File: config.mk
export PLATFORM = sky130hd
export DESIGN_NAME = alu_arbiter
export DESIGN_NICKNAME = d
export VERILOG_FILES = /design/src/rtl/alu_arbiter_pkg.sv /design/src/rtl/alu_arbiter_exec.sv /design/src/rtl/alu_arbiter.sv
export SDC_FILE = /design/constraint.sdc
export NUM_CORES = 1
export LEC_CHECK = 0
export CAP_MARGIN = 20
export CORE_UTILIZATION = 45
export CTS_BUF_LIST = sky130_fd_sc_hd__clkbuf_4
export DETAILED_ROUTE_END_ITERATION = 8
export HOLD_SLACK_MARGIN = 0.15
export PLACE_DENSITY = 0.78
export SLEW_MARGIN = 20
export SYNTH_ARGS = -nofsm -noshare
export SYNTH_HDL_FRONTEND = slang
export SYNTH_SLANG_ARGS = --single-unit
File: constraint.sdc
create_clock -name clk_i -period 4.68 [get_ports clk_i]
set_input_delay 1.17 -clock clk_i [delete_from_list [all_inputs] [get_ports clk_i]]
set_output_delay 1.17 -clock clk_i [all_outputs]
set_load 0.01 [all_outputs]
File: src/rtl/alu_arbiter_pkg.sv
// Shared definitions for the two-port ALU arbiter: op codes, FSM state
// encoding, widths and the request/result payload structs.
package alu_arbiter_pkg;

  localparam int unsigned DATA_W  = 32;
  localparam int unsigned OP_W    = 3;
  localparam int unsigned STATE_W = 2;

  // ALU control codes
  localparam logic [OP_W-1:0] OP_AND = 3'b000;
  localparam logic [OP_W-1:0] OP_OR  = 3'b001;
  localparam logic [OP_W-1:0] OP_ADD = 3'b010;
  localparam logic [OP_W-1:0] OP_SUB = 3'b110;
  localparam logic [OP_W-1:0] OP_SLT = 3'b111;

  // FSM state encoding
  localparam logic [STATE_W-1:0] ST_IDLE = 2'd0;
  localparam logic [STATE_W-1:0] ST_EXEC = 2'd1;
  localparam logic [STATE_W-1:0] ST_RESP = 2'd2;

  // Captured request: operation, operands and owning port
  typedef struct packed {
    logic [OP_W-1:0]   op;
    logic [DATA_W-1:0] a;
    logic [DATA_W-1:0] b;
    logic              id;
  } alu_req_t;

  // ALU result payload
  typedef struct packed {
    logic [DATA_W-1:0] data;
    logic              zero;
    logic              err;
  } alu_res_t;

endpackage

File: src/rtl/alu_arbiter_exec.sv
// Combinational ALU core.
// Ports: op/a/b in; data_c (result), zero_c (result is zero),
// err_c (op code undefined) out. Undefined codes yield a zero result.
module alu_exec
  import alu_arbiter_pkg::*;
(
  input  logic [OP_W-1:0]   op,
  input  logic [DATA_W-1:0] a,
  input  logic [DATA_W-1:0] b,
  output logic [DATA_W-1:0] data_c,
  output logic              zero_c,
  output logic              err_c
);

  // Operation decode; arithmetic wraps modulo 2^32
  always_comb begin
    data_c = '0;
    err_c  = 1'b0;
    case (op)
      OP_ADD:  data_c = a + b;
      OP_SUB:  data_c = a - b;
      OP_AND:  data_c = a & b;
      OP_OR:   data_c = a | b;
      OP_SLT:  data_c = DATA_W'($signed(a) < $signed(b));
      default: err_c  = 1'b1;
    endcase
  end

  assign zero_c = (data_c == '0);

endmodule

File: src/rtl/alu_arbiter.sv
// Two-port ALU arbiter: grants one requester at a time, runs the op through
// alu_exec one cycle after acceptance and holds the response until consumed.
// Ports: clk_i, rst_i (async, active-high); reqN_valid_i/op_i/a_i/b_i and
// reqN_ready_o per requester; rsp_valid_o/id_o/data_o/zero_o/err_o with
// rsp_ready_i toward the consumer; busy_o while not idle.
// RR_EN=1 alternates ties between ports, RR_EN=0 always favours port 0.
module alu_arbiter
  import alu_arbiter_pkg::*;
#(
  parameter bit RR_EN = 1'b1
)
(
  input  logic              clk_i,
  input  logic              rst_i,
  input  logic              req0_valid_i,
  input  logic [OP_W-1:0]   req0_op_i,
  input  logic [DATA_W-1:0] req0_a_i,
  input  logic [DATA_W-1:0] req0_b_i,
  output logic              req0_ready_o,
  input  logic              req1_valid_i,
  input  logic [OP_W-1:0]   req1_op_i,
  input  logic [DATA_W-1:0] req1_a_i,
  input  logic [DATA_W-1:0] req1_b_i,
  output logic              req1_ready_o,
  output logic              rsp_valid_o,
  output logic              rsp_id_o,
  output logic [DATA_W-1:0] rsp_data_o,
  output logic              rsp_zero_o,
  output logic              rsp_err_o,
  input  logic              rsp_ready_i,
  output logic              busy_o
);

  logic [STATE_W-1:0] state_q;
  logic [STATE_W-1:0] state_d;
  logic               last_q;     // port served most recently
  logic               grant_c;
  logic               accept_c;
  logic               rsp_done_c;
  alu_req_t           req_q;
  alu_req_t           req_d;
  alu_res_t           res_c;

  // Grant selection; ties go to the port not served last when round-robin
  always_comb begin
    grant_c = req1_valid_i;
    if (req0_valid_i && req1_valid_i) begin
      grant_c = RR_EN ? ~last_q : 1'b0;
    end
  end

  // Next state and handshake decode
  always_comb begin
    state_d      = state_q;
    accept_c     = 1'b0;
    rsp_done_c   = 1'b0;
    req0_ready_o = 1'b0;
    req1_ready_o = 1'b0;
    case (state_q)
      ST_IDLE: begin
        // Readies are masked during reset so nothing appears accepted
        accept_c     = (req0_valid_i || req1_valid_i) && !rst_i;
        req0_ready_o = accept_c && !grant_c;
        req1_ready_o = accept_c && grant_c;
        if (accept_c) state_d = ST_EXEC;
      end
      ST_EXEC: state_d = ST_RESP;
      ST_RESP: begin
        rsp_done_c = rsp_ready_i;
        if (rsp_ready_i) state_d = ST_IDLE;
      end
      default: state_d = ST_IDLE;
    endcase
  end

  // State register
  always_ff @(posedge clk_i or posedge rst_i) begin
    if (rst_i) state_q <= ST_IDLE;
    else       state_q <= state_d;
  end

  // Operand mux for the granted port
  always_comb begin
    req_d = grant_c ? alu_req_t'{op: req1_op_i, a: req1_a_i, b: req1_b_i, id: 1'b1}
                    : alu_req_t'{op: req0_op_i, a: req0_a_i, b: req0_b_i, id: 1'b0};
  end

  alu_exec u_alu_exec (
    .op     (req_q.op),
    .a      (req_q.a),
    .b      (req_q.b),
    .data_c (res_c.data),
    .zero_c (res_c.zero),
    .err_c  (res_c.err)
  );

  // Request capture, response registers and last-served pointer
  always_ff @(posedge clk_i or posedge rst_i) begin
    if (rst_i) begin
      req_q       <= '0;
      last_q      <= 1'b1;
      rsp_valid_o <= 1'b0;
      rsp_id_o    <= 1'b0;
      rsp_data_o  <= '0;
      rsp_zero_o  <= 1'b0;
      rsp_err_o   <= 1'b0;
      busy_o      <= 1'b0;
    end else begin
      busy_o <= (state_d != ST_IDLE);
      if (accept_c) req_q <= req_d;
      if (state_q == ST_EXEC) begin
        rsp_valid_o <= 1'b1;
        rsp_id_o    <= req_q.id;
        rsp_data_o  <= res_c.data;
        rsp_zero_o  <= res_c.zero;
        rsp_err_o   <= res_c.err;
      end
      if (rsp_done_c) begin
        rsp_valid_o <= 1'b0;
        last_q      <= rsp_id_o;
      end
    end
  end

endmodule

==> results of run 1 <==
[per-layer routing]
metal	vias up	wire length [um]
li1	4558	-
met1	4395	13800
met2	367	13400
met3	41	2080
met4	0	638
met5	-	0
[area by class of cell]
| type | count | area, um2 |
|---|---|---|
| clock buffers | 9 | 67.6 |
| diodes | 1 | 2.50 |
| multi-input cells | 931 | 6450 |
| well taps | 275 | 344 |
| inverters | 106 | 400 |
| flip-flops and latches | 108 | 2710 |
| repair buffers | 193 | 1900 |
| fillers | 1985 | 9330 |
| clock inverters | 7 | 86.3 |
[state kept, by name, summed over array words and instances, names as in the netlist]
register	cells
state_q	2
rsp_id_o	1
busy_o	1
last_q	1
rsp_err_o	1
rsp_valid_o	1
rsp_zero_o	1
rsp_data_o	32
req_q	68
[through the flow]
stage | utilization [%] | instance area, um2
2_1_floorplan | - | 9860
3_3_place_gp | 55.5 | 11800
3_5_place_dp | 55.5 | 11800
4_1_cts | 56.2 | 12000
5_1_grt | 56.2 | 12000
6_report | 56.2 | 12000
[power by group through the flow]
stage | logic (mW) | registers, mW | clock network, mW
2_1_floorplan | 4.38 | 1.70 | 0
3_3_place_gp | 6.12 | 1.82 | 0
3_5_place_dp | 6.13 | 1.85 | 0
4_1_cts | 6.17 | 1.83 | 0.551
5_1_grt | 6.88 | 1.89 | 0.576
6_report | 6.28 | 1.82 | 0.539
[worst max-delay path, cell delays in order]
cell             delay, ps
clkdlybuf4s50_1        520
nor2_1                  60
or4_4                  450
nor2_1                 220
clkdlybuf4s50_1        570
[logic make-up (layout without fill, tap and decap cells)]
logic type | Yosys count | after routing
buf+inv | 182 | 315
mux | 83 | 83
other cells | 0 | 1
compound gates | 368 | 368
xor+xnor | 26 | 26
simple gates | 342 | 342
flops | 108 | 108
fa+ha+maj | 112 | 112
[path summary, 6_finish.rpt]
kind / to / slack, ps / cells past startpoint / startpoint
setup / recovery: req0_ready_o / 520 / 5 / req0_valid_i
hold / removal: rsp_data_o[1] / 510 / 2 / rsp_data_o[1]
setup reg to reg: rsp_zero_o / 580 / 14 / req_q[37]
hold reg to reg: rsp_data_o[1] / 510 / 2 / rsp_data_o[1]
max in group asynchronous: req_q[46] / 2830 / 3 / rst_i
min in group asynchronous: rsp_id_o / 1100 / 2 / rst_i
[Yosys cell counts (9+ instances only)]
cell,instances,area [um2]
dfrtp_1,107,2680
clkbuf_1,46,173
o22ai_1,10,62.6
inv_1,103,387
xnor2_1,25,219
nor2_1,74,278
a21o_1,12,90.1
nand4_1,13,81.3
nand3_1,18,90.1
nand2_1,153,574
a31oi_1,11,68.8
nor2b_1,12,75.1
ha_1,110,1380
mux2i_1,79,791
nor4_1,9,56.3
o211ai_1,15,113
buf_2,15,75.1
nor3_1,25,125
buf_1,10,37.5
o31ai_1,15,113
a211oi_1,14,105
a21oi_1,69,345
o21ai_0,132,661
==> out/metrics.cfg, run 1 <==
[setup_path]
arrival_ps = 2990
crit_path_end_kind = output port
critPathMaxFanout = 4
worstSetupPathType = in -> out
worst_setup_path_start_kind = primary input
cp.required_ps = 3510

[floorplan]
row_count = 53
dieArea_um2 = 22500
ios = 178
die_x_um = 150
fp.dieH_um = 150
start_util_pct = 46.3
fp.coreArea_um2 = 21300

[logic_synthesis]
synth_top_family_by_area = compound AO/OA/AOI/OAI gates
synth_edf_count = 0
synthAdderAreaFrac_pct = 14.4
ys_types = 85
syn_inst = 1221
synthSimpleGateAreaFrac_pct = 16.0
synth_warnings = 0
synth_nets = 1472
synthArstFlopShare_pct = 100
synth.cell_area_um2 = 9860
synth.mux.area_fraction_pct = 8.47
synth_xor_area_share_pct = 2.31
synth_flop_cell = dfrtp_1
synth_compound_area_share_pct = 24.1
avgSynthCellArea_um2 = 8.08
synth-seq-area-share_pct = 27.4
synth_seq_cells = 108

[sta]
clock.fmax_ghz = 0.240
slew_headroom_pct = 29.7
slew_viol_final = 0
fin_skew_ps = 22.9
final.min_clock_period_ps = 4160
whs_ps = 507
max_slew.worst_pin.slew_ps = 1050
finalCritPeriodShare_pct = 89.0
rsz0062_at_grt = false
tns_ps = 0
worst_slack_ps = 515
setup_viol = 0
hold_viol = 0

[route]
drt_wl_total_mm = 29.9
first_iter_violations = 730
viasPerCell = 5.74
wl_per_cell_um = 18.3
drt_first_pass_iters = 5
postRouteAntennaNets = 0
drc = 0
vias = 9361

[cts]
numClockSinks = 108
cts_root_buf = clkbuf_4
cts_hold_buf = 0
post_cts_buffers = 0
worstSkewPairLatency_ps = 530
clk_pin_slew_ps = 200
cts_made_buffers = 9
clockBufferDepth = 2
ctsResizeCount = 0
cts.htree.levels = 3
cts_tree = done

[final_layout]
area_delta_synth_final_pct = 21.3
finalNonFillerCells = 1630
fin_nets = 1600
layout-drive-gt1-share_pct = 5.32
final_common_cell = clkdlybuf4s50_1
final_cell_mix = 177 x clkdlybuf4s50_1, 153 x nand2_1, 132 x o21ai_0

[grt]
grtUsageTotal_pct = 27.1
grt_util_met2_pct = 42.9
antenna_found_initial = 1
grt_util_met3_pct = 3.90
use_met1_pct = 38.2
gr-total-overflow = 0
grt_pass1_wl_mm = 47.3
top_usage_layer = met2
grt_max_degree = 79
grt_pass1_vias = 8931

[power]
cellPowerDensity_nw_per_um2 = 722
p_sw_share_pct = 55.2
power_frac_comb_pct = 72.7
power.switching_mw = 4.77
finalPower_mw = 8.64
internal_power_mw = 3.87
clkPwrFrac_pct = 6.2
pwr-share-seq_pct = 21.1
peakVddDrop_mv = 0.263
leakagePower_nw = 5.32

[hold_path]
hold_class = reg -> reg

[place]
gp_congestion = 0.947
post-dp-hpwl_mm = 23.2
place_ws_ps = 468
io_buffer_count = 177
dp_cells = 1613

[job]
drv_cap = 0

[status]
status = completed

(Power assumes the default switching activity.)
==> run 2: changes to the inputs <==
--- a/config.mk
+++ b/config.mk
@@ -5,13 +5,14 @@
 export SDC_FILE = /design/constraint.sdc
 export NUM_CORES = 1
 export LEC_CHECK = 0
+export ABC_CLOCK_PERIOD_IN_PS = 4680
 export CAP_MARGIN = 20
 export CORE_UTILIZATION = 45
 export CTS_BUF_LIST = sky130_fd_sc_hd__clkbuf_4
 export DETAILED_ROUTE_END_ITERATION = 8
 export HOLD_SLACK_MARGIN = 0.15
 export PLACE_DENSITY = 0.78
-export SLEW_MARGIN = 20
+export SLEW_MARGIN = 0
 export SYNTH_ARGS = -nofsm -noshare
 export SYNTH_HDL_FRONTEND = slang
 export SYNTH_SLANG_ARGS = --single-unit
==> results of run 2 <==
Same layout as run 1: the final DEF is identical, and so are final timing and power.
==> run 3: changes to the inputs <==
--- a/config.mk
+++ b/config.mk
@@ -12,6 +12,7 @@
 export DETAILED_ROUTE_END_ITERATION = 8
 export HOLD_SLACK_MARGIN = 0.15
 export PLACE_DENSITY = 0.78
+export REMOVE_ABC_BUFFERS = 1
 export SLEW_MARGIN = 0
 export SYNTH_ARGS = -nofsm -noshare
 export SYNTH_HDL_FRONTEND = slang
==> run 3 against run 2 <==
Compared with the run above: critical path depth increased by 1; non-clock buffer count is 2 higher; hold slack about the same; clock skew rose by 0.53 ps; register-to-register slack improved by 150 ps; total power fell by 0.47%; largest power group unchanged; sequential power shrank 3%; sequential share of layout area is essentially flat; flip-flop and latch count stayed put; first-iteration DRC count is 9.5% lower; global-route usage fell by 0.21 points; core utilization about the same.
==> out/metrics.cfg, run 3 (synthesized netlist as in run 1, its figures left out) <==
[route]
first_iter_violations = 661  ; -9.5%
drc = 0  ; unchanged
postRouteAntennaNets = 0  ; unchanged
wl_per_cell_um = 18.3  ; -0.24%
viasPerCell = 5.77  ; +0.49%
drt_wl_total_mm = 29.8  ; -0.11%
drt_first_pass_iters = 5  ; unchanged
vias = 9418  ; +0.61%

[final_layout]
final_cell_mix = 177 x clkdlybuf4s50_1, 153 x nand2_1, 132 x o21ai_0
finalNonFillerCells = 1632  ; +0.12%
layout-drive-gt1-share_pct = 5.38  ; +0.066 points
fillers = 2021  ; +1.8%
largestRegisters = req_q: 68 flops, rsp_data_o: 32 flops, state_q: 2 flops
largest_reg_flops = 68  ; unchanged
final_common_cell = clkdlybuf4s50_1
design_area_um2 = 12000  ; about the same
area_delta_synth_final_pct = 21.4  ; about the same
top_register = req_q
fin_nets = 1602  ; +0.13%

[floorplan]
fp.dieH_um = 150  ; unchanged
row_count = 53  ; unchanged
start_util_pct = 46.3  ; unchanged
ios = 178  ; unchanged
fp.coreArea_um2 = 21300  ; unchanged
dieArea_um2 = 22500  ; unchanged
die_x_um = 150  ; unchanged

[sta]
max_slew.worst_pin.slew_ps = 818  ; -236 ps
worst_slack_ps = 475  ; -40.6 ps
final.min_clock_period_ps = 4210  ; +40.6 ps
clock.fmax_ghz = 0.238  ; -0.96%
fin_skew_ps = 23.4  ; +0.534 ps
slew_headroom_pct = 45.3  ; +16 points
hold_viol = 0  ; unchanged
finalCritPeriodShare_pct = 89.9  ; +0.87 points
setup_viol = 0  ; unchanged
rsz0062_at_grt = false
whs_ps = 506  ; -0.108 ps
slew_viol_final = 0  ; unchanged

[cts]
cts_root_buf = clkbuf_4
clockBufferDepth = 2  ; unchanged
ctsResizeCount = 0  ; unchanged
clk_pin_slew_ps = 180  ; -20 ps
worstSkewPairLatency_ps = 510  ; -20 ps
post_cts_buffers = 0  ; unchanged
cts_tree = done
cts.htree.levels = 3  ; unchanged
cts_hold_buf = 0  ; unchanged
cts_made_buffers = 9  ; unchanged
numClockSinks = 108  ; unchanged

[setup_path]
r2r_setup_slack_ps = 730  ; +150 ps
worstSetupPathType = in -> out
worst_setup_path_start_kind = primary input
r2r_end = rsp_zero_o
critPathMaxFanout = 5  ; +1
crit_path_max_incr_delay_ps = 540  ; -30 ps
arrival_ps = 3040  ; +50 ps
crit_path_end_kind = output port
rr_startpoint = req_q[1]
cp.required_ps = 3510  ; about the same
cp_slowest_cell = clkdlybuf4s50_1
path_cells = clkdlybuf4s50_1 > nor2_1 > or4_4 > nor2_1 > buf_4 > clkdlybuf4s50_1
r2r_cells = 14  ; unchanged

[hold_path]
min_from = rsp_data_o[18]
hold_end = rsp_data_o[18]
min_path_cells = 2  ; unchanged
hold_class = reg -> reg

[status]
status = completed

[place]
gp_congestion = 0.958  ; +1.2%
dp_cells = 1615  ; +0.12%
io_buffer_count = 177  ; unchanged
post-dp-hpwl_mm = 23.5  ; +1.3%
place_ws_ps = 487  ; +18.7 ps
dpl_cell_area_um2 = 11800  ; +0.11%

[job]
drv_cap = 0  ; unchanged

[grt]
grt_pass1_vias = 8854  ; -0.86%
grt_pass1_wl_mm = 47.0  ; -0.45%
grtUsageTotal_pct = 26.8  ; -0.21 points
grt_max_degree = 72  ; -8.9%
gr-total-overflow = 0  ; unchanged
antenna_found_initial = 1  ; unchanged

[power]
cellPowerDensity_nw_per_um2 = 718  ; -0.55%
leakagePower_nw = 5.32  ; about the same
peakVddDrop_mv = 0.245  ; -6.6%

run 3: changes by cell type in the layout (fill, tap and decap cells not counted):
cell	previous run	this run
inv_6	2	0
nor2_1	73	74
nor2_2	2	1
bufinv_16	0	1
inv_8	1	2
clkinvlp_4	0	3
inv_12	1	0
clkinv_8	2	0
buf_4	15	17
run 3: worst max-delay path: cells and delay by family:
| family | cells | cell delay, ps |
|---|---|---|
| buffers and inverters | 3 | 1220 |
| AND/OR/NAND/NOR | 3 | 640 |
run 3: how the worst max path moves through the flow:
stage          depth (start not counted)  slack (ps)      endpoint         start
2_1_floorplan                          2       -5360  req1_ready_o  req1_valid_i
3_3_place_gp                           6         480  req0_ready_o  req0_valid_i
3_5_place_dp                           6         490  req0_ready_o  req0_valid_i
4_1_cts                                6         470  req0_ready_o  req0_valid_i
5_1_grt                                6         420  req0_ready_o  req0_valid_i
6_report                               6         470  req0_ready_o  req0_valid_i
run 3: cell type report:
class                           count  area (um2)  share of cell area (%)
Sequential cell                   108        2710                    22.6
Tap cell                          275         344                    2.87
Clock inverter                      7        83.8                   0.700
Clock buffer                        9        67.6                   0.564
Timing Repair Buffer              195        1920                    16.0
Antenna cell                        1        2.50                  0.0209
Multi-Input combinational cell    931        6450                    53.9
Inverter                          106         400                    3.34
run 3: per-layer routing:
metal | GRT usage [%] | vias to the layer above | share of wire [%] | wire length [um]
met5 | 0 | - | 0 | 0
met4 | 8.54 | 0 | 2.2 | 661
met3 | 2.90 | 45 | 6.3 | 1870
met2 | 42.9 | 349 | 45 | 13500
met1 | 37.8 | 4470 | 46 | 13800
li1 | - | 4554 | - | -
run 3: metrics by stage:
stage	utilization [%]	setup TNS [ps]	total power, mW
after global placement	55.5	0	7.88
final	56.2	0	8.60
after detailed placement	55.5	0	7.96
after global routing	56.2	0	9.32
after floorplan	-	-308810	6.00
after CTS	56.2	0	8.52
run 3: power breakdown:
group          switching, mW  internal [mW]  leakage [nW]  total (mW)
registers              0.433           1.33          1.35        1.76
logic                   3.89           2.41          3.90        6.30
clock network          0.369          0.171        0.0722       0.539
total                   4.69           3.91          5.32        8.60
